File: config.mk
export PLATFORM = sky130hd
export DESIGN_NAME = data_mem_arbiter
export DESIGN_NICKNAME = d
export VERILOG_FILES = /design/src/rtl/data_mem_arbiter.sv
export SDC_FILE = /design/constraint.sdc
export NUM_CORES = 1
export LEC_CHECK = 0
export BUFFER_PORTS_ARGS = -buffer_cell sky130_fd_sc_hd__buf_4
export CORE_MARGIN = 3
export CORE_UTILIZATION = 42
export CTS_CLUSTER_DIAMETER = 120
export DETAILED_ROUTE_END_ITERATION = 8
export PLACE_DENSITY = 0.89
export SLEW_MARGIN = 20
export SYNTH_ARGS = -nofsm -noshare
export SYNTH_HDL_FRONTEND = slang
export SYNTH_SLANG_ARGS = --single-unit
File: constraint.sdc
create_clock -name clk -period 1.8 [get_ports clk]
set_input_delay 0.36 -clock clk [delete_from_list [all_inputs] [get_ports clk]]
set_output_delay 0.36 -clock clk [all_outputs]
set_load 0.02 [all_outputs]
File: src/rtl/data_mem_arbiter.sv
// data_mem_arbiter: round-robin arbiter granting two requesters access to one data memory,
// with per-transaction ack timeout and a saturating timeout counter.
module data_mem_arbiter #(
    parameter int AW = 8,
    parameter int DW = 32,
    parameter int TIMEOUT = 15
) (
    input  logic          clk,
    input  logic          reset,
    input  logic          req0,
    input  logic          req1,
    input  logic          we0,
    input  logic          we1,
    input  logic [AW-1:0] addr0,
    input  logic [AW-1:0] addr1,
    input  logic [DW-1:0] wdata0,
    input  logic [DW-1:0] wdata1,
    output logic          ack0,
    output logic          ack1,
    output logic          err0,
    output logic          err1,
    output logic [DW-1:0] rdata,
    output logic          mem_en,
    output logic          mem_we,
    output logic [AW-1:0] mem_addr,
    output logic [DW-1:0] mem_wdata,
    input  logic [DW-1:0] mem_rdata,
    input  logic          mem_ack,
    output logic [7:0]    timeout_cnt
);
    typedef enum logic {IDLE, BUSY} state_t;
    localparam logic [7:0] WAIT_LAST = 8'(TIMEOUT - 1);
    state_t state;
    logic last_grant, grant;
    logic [7:0] wait_cnt;
    logic elig0, elig1, pick1;
    // a requester whose ack is still high is not eligible, so a held req is not re-granted
    assign elig0 = req0 && !ack0;
    assign elig1 = req1 && !ack1;
    assign pick1 = elig1 && (!elig0 || !last_grant);
    always_ff @(posedge clk or negedge reset) begin
        if (!reset) begin
            state       <= IDLE;
            last_grant  <= 1'b1;
            grant       <= 1'b0;
            wait_cnt    <= 8'd0;
            mem_en      <= 1'b0;
            mem_we      <= 1'b0;
            mem_addr    <= '0;
            mem_wdata   <= '0;
            ack0        <= 1'b0;
            ack1        <= 1'b0;
            err0        <= 1'b0;
            err1        <= 1'b0;
            rdata       <= '0;
            timeout_cnt <= 8'd0;
        end else begin
            ack0 <= 1'b0;
            ack1 <= 1'b0;
            err0 <= 1'b0;
            err1 <= 1'b0;
            if (state == IDLE) begin
                if (elig0 || elig1) begin
                    state      <= BUSY;
                    mem_en     <= 1'b1;
                    grant      <= pick1;
                    last_grant <= pick1;
                    wait_cnt   <= 8'd0;
                    mem_we     <= pick1 ? we1 : we0;
                    mem_addr   <= pick1 ? addr1 : addr0;
                    mem_wdata  <= pick1 ? wdata1 : wdata0;
                end
            end else if (mem_ack) begin
                state  <= IDLE;
                mem_en <= 1'b0;
                rdata  <= mem_rdata;
                ack0   <= !grant;
                ack1   <= grant;
            end else if (wait_cnt == WAIT_LAST) begin
                state  <= IDLE;
                mem_en <= 1'b0;
                rdata  <= '1;
                ack0   <= !grant;
                ack1   <= grant;
                err0   <= !grant;
                err1   <= grant;
                if (timeout_cnt != 8'hFF) timeout_cnt <= timeout_cnt + 8'd1;
            end else begin
                wait_cnt <= wait_cnt + 8'd1;
            end
        end
    end
endmodule

==> flow_summary.yaml <==
run_status:
  outcome: "finished clean"
drt:
  postRouteAntennaNets: 0
  wl_per_cell_um: 17.7
  num_vias: 3744
  wl_um: 12600
  first_pass_iters: 4
  drtIter0Drc: 207
  via_per_inst: 5.26
  drc_errors: 0
synth:
  syn-instance-count: 363
  synth-edff-count: 0
  ys_warn_count: 0
  synth_top_cell_area_share_pct: 57.6
  seq_area_frac_synth_pct: 58.3
  dominantRegCellSynth: "dfrtp_1"
  synthTopCellsByArea: "dfrtp_1 (58%), mux2i_1 (9.8%), o22a_1 (6.7%)"
  synth.avg_cell_area_sq_um: 11.5
  post_synth_num_cell_types: 39
  async_flop_share_pct: 100
  ys_ff_latch: 97
  synth.largest_area_cell: "dfrtp_1"
  syn_area_sq_um: 4170
  syn_nets: 485
sta:
  hold_ws_ps: 214
  setup_tns_ps: 0
  worst_pin_slew_ps: 486
  drv_slew: 0
  skew_ps: 14.9
  max_freq_mhz: 572
  finalHoldViolations: 0
  finalSetupViolCount: 0
  rsz0062_at_grt: "yes"
  fin_ws_ps: 50.8
  relSlewSlack_pct: 67.6
  period_minus_slack_ps: 1750
  period_share_pct: 97.2
placed_design:
  gp_congestion: 0.823
  place_ws_ps: 4.28
  port-buffer-count: 204
  hpwl_um: 8910
floorplanning:
  row_count: 35
  die_h_um: 106
  pin_count: 205
  core_sq_um: 9460
  die-area_sq_um: 11200
  initial_core_util_pct: 44.1
  fp.dieW_um: 106
power_and_ir_drop:
  pwr_density_cell_nw_per_um2: 1580
  leakage_uw: 0.00315
  ir_worst_vdd_mv: 0.794
finish:
  fin_nets: 700
  areaGrowthSynthToFinish_pct: 51.0
  final_core_util_pct: 66.5
  drive_above_1_share_pct: 44.3
  diodes: 0
  nFillCells: 708
setup_path:
  reg2reg_from: "wait_cnt[0]"
  start_kind: "register"
  cp.arrival_ps: 1990
  worstPathRequired_ps: 2040
  r2r_slack_ps: 50
  crit_path_start: "wait_cnt[0]"
  critPathKind: "register to register"
  worst-path-max-fanout: 5
  end_kind: "register"
clocking:
  clkTransAtPathRegs_ps: 100
  cts_sinks: 97
  clk_path_buf_depth: 2
  cts_made_buffers: 9
  clock_latency_ps: 350
  clock-root-buffer: "clkbuf_8"
  h-tree-depth: 3
  tritoncts: "built"
hold_path:
  hold_start: "mem_rdata[14]"
  min_path_type: "primary input to register"
global_route:
  grt_pass1_wl_um: 19000
  overflow: 0
  track_usage_pct: 21.3
  grt_max_degree: 56
  grt_pass1_vias: 3777
  antenna_found_initial: 0
run:
  max_cap_viol_count: 0
-- per-stage QoR --
step	instances	area (sq um)	total power, uW
finish	712	6290	9920
detailed placement	686	5900	8360
CTS	703	6120	9800
global placement	686	5900	8130
global route	712	6290	10500
floorplan	363	4170	6220
-- placed cells by master (no fill, tap or decap), types with 2 or more instances in the layout --
cell / Yosys / final
a21oi_1: 5 / 5
a31oi_1: 3 / 3
a41oi_2: 0 / 2
and2_1: 2 / 2
buf_12: 0 / 4
buf_4: 1 / 219
clkbuf_1: 11 / 2
clkbuf_16: 0 / 2
clkbuf_8: 0 / 10
clkinvlp_4: 0 / 3
dfrtp_1: 96 / 96
ha_1: 3 / 2
inv_1: 8 / 7
mux2_1: 2 / 2
mux2i_1: 41 / 41
nand2_1: 51 / 51
nand2b_1: 5 / 5
nand3_1: 6 / 6
nand4_1: 3 / 3
nor2_1: 7 / 7
nor3_1: 4 / 3
o211ai_1: 2 / 2
o21ai_1: 45 / 45
o22a_1: 32 / 32
xor2_1: 6 / 6
-- sequential cells by signal, indices dropped and copies added (netlist names), 8 cells and up --
name         count
wait_cnt         8
mem_wdata       32
timeout_cnt      8
rdata           32
mem_addr         8
-- critical path, cell delays in order, from the launching register on --
cell and delay (ps):
dfrtp_1 400, inv_2 90, ha_4 130, nor3b_4 290, nand4b_4 190, nor2_1 210
mux2_1 340
-- Yosys cell counts (2+ instances only) --
| cell | instances |
|---|---|
| dfrtp_1 | 96 |
| nand2_1 | 51 |
| o21ai_1 | 45 |
| mux2i_1 | 41 |
| o22a_1 | 32 |
| clkbuf_1 | 11 |
| buf_2 | 8 |
| inv_1 | 8 |
| nor2_1 | 7 |
| nand3_1 | 6 |
| xor2_1 | 6 |
| a21oi_1 | 5 |
| nand2b_1 | 5 |
| nor3_1 | 4 |
| a31oi_1 | 3 |
| buf_6 | 3 |
| ha_1 | 3 |
| nand4_1 | 3 |
| a41oi_1 | 2 |
| and2_1 | 2 |
| mux2_1 | 2 |
| nor4_1 | 2 |
| o211ai_1 | 2 |
-- kinds of logic (layout without fill, tap and decap cells) --
kind of cell | count (synthesis) | count (layout) | share of synthesized area [%]
flops | 97 | 97 | 58.3
compound gates | 95 | 95 | 15.0
simple gates | 87 | 88 | 10.4
mux | 43 | 43 | 10.4
buf+inv | 32 | 251 | 3.75
xor+xnor | 6 | 6 | 1.26
fa+ha+maj | 3 | 3 | 0.900
-- where the power goes --
part | total [uW] | internal (uW) | switching (uW)
clock | 1430 | 683 | 746
combinational | 4820 | 2200 | 2630
sequential | 3670 | 3080 | 593
-- per-layer routing --
layer	GRT usage [%]	part of all wire, %	vias up
met2	39.1	54	170
met1	25.7	38	1827
met5	0	0	-
li1	-	-	1723
met3	3.37	6.4	24
met4	6.48	2.1	0
-- what timing repair did --
item,4_1_cts,5_1_grt
buffers inserted,0,5
pin swaps,0,4
gates cloned,0,4
hold endpoints to repair,31,0
endpoints found under the setup margin,2,38
hold buffers,1,0
resized for setup,2,11
-- area by class of cell --
class                      count  area (sq um)  area share (%)
clock buffer                  12           145            2.31
multi-input combinational    235          1680            26.7
inverter                       8          30.0           0.477
sequential                    97          2430            38.6
clock inverter                 4          52.6           0.835
tap                          129           161            2.56
timing repair buffer         227          1800            28.6
-- final timing paths --
check | to | depth (start not counted)
setup / recovery | timeout_cnt[1] | 6
max in group asynchronous | mem_wdata[30] | 3
hold / removal | rdata[14] | 2
hold reg to reg | last_grant | 2
min in group asynchronous | mem_wdata[18] | 2
setup reg to reg | timeout_cnt[1] | 6
Power figures use the tool's default switching activity.
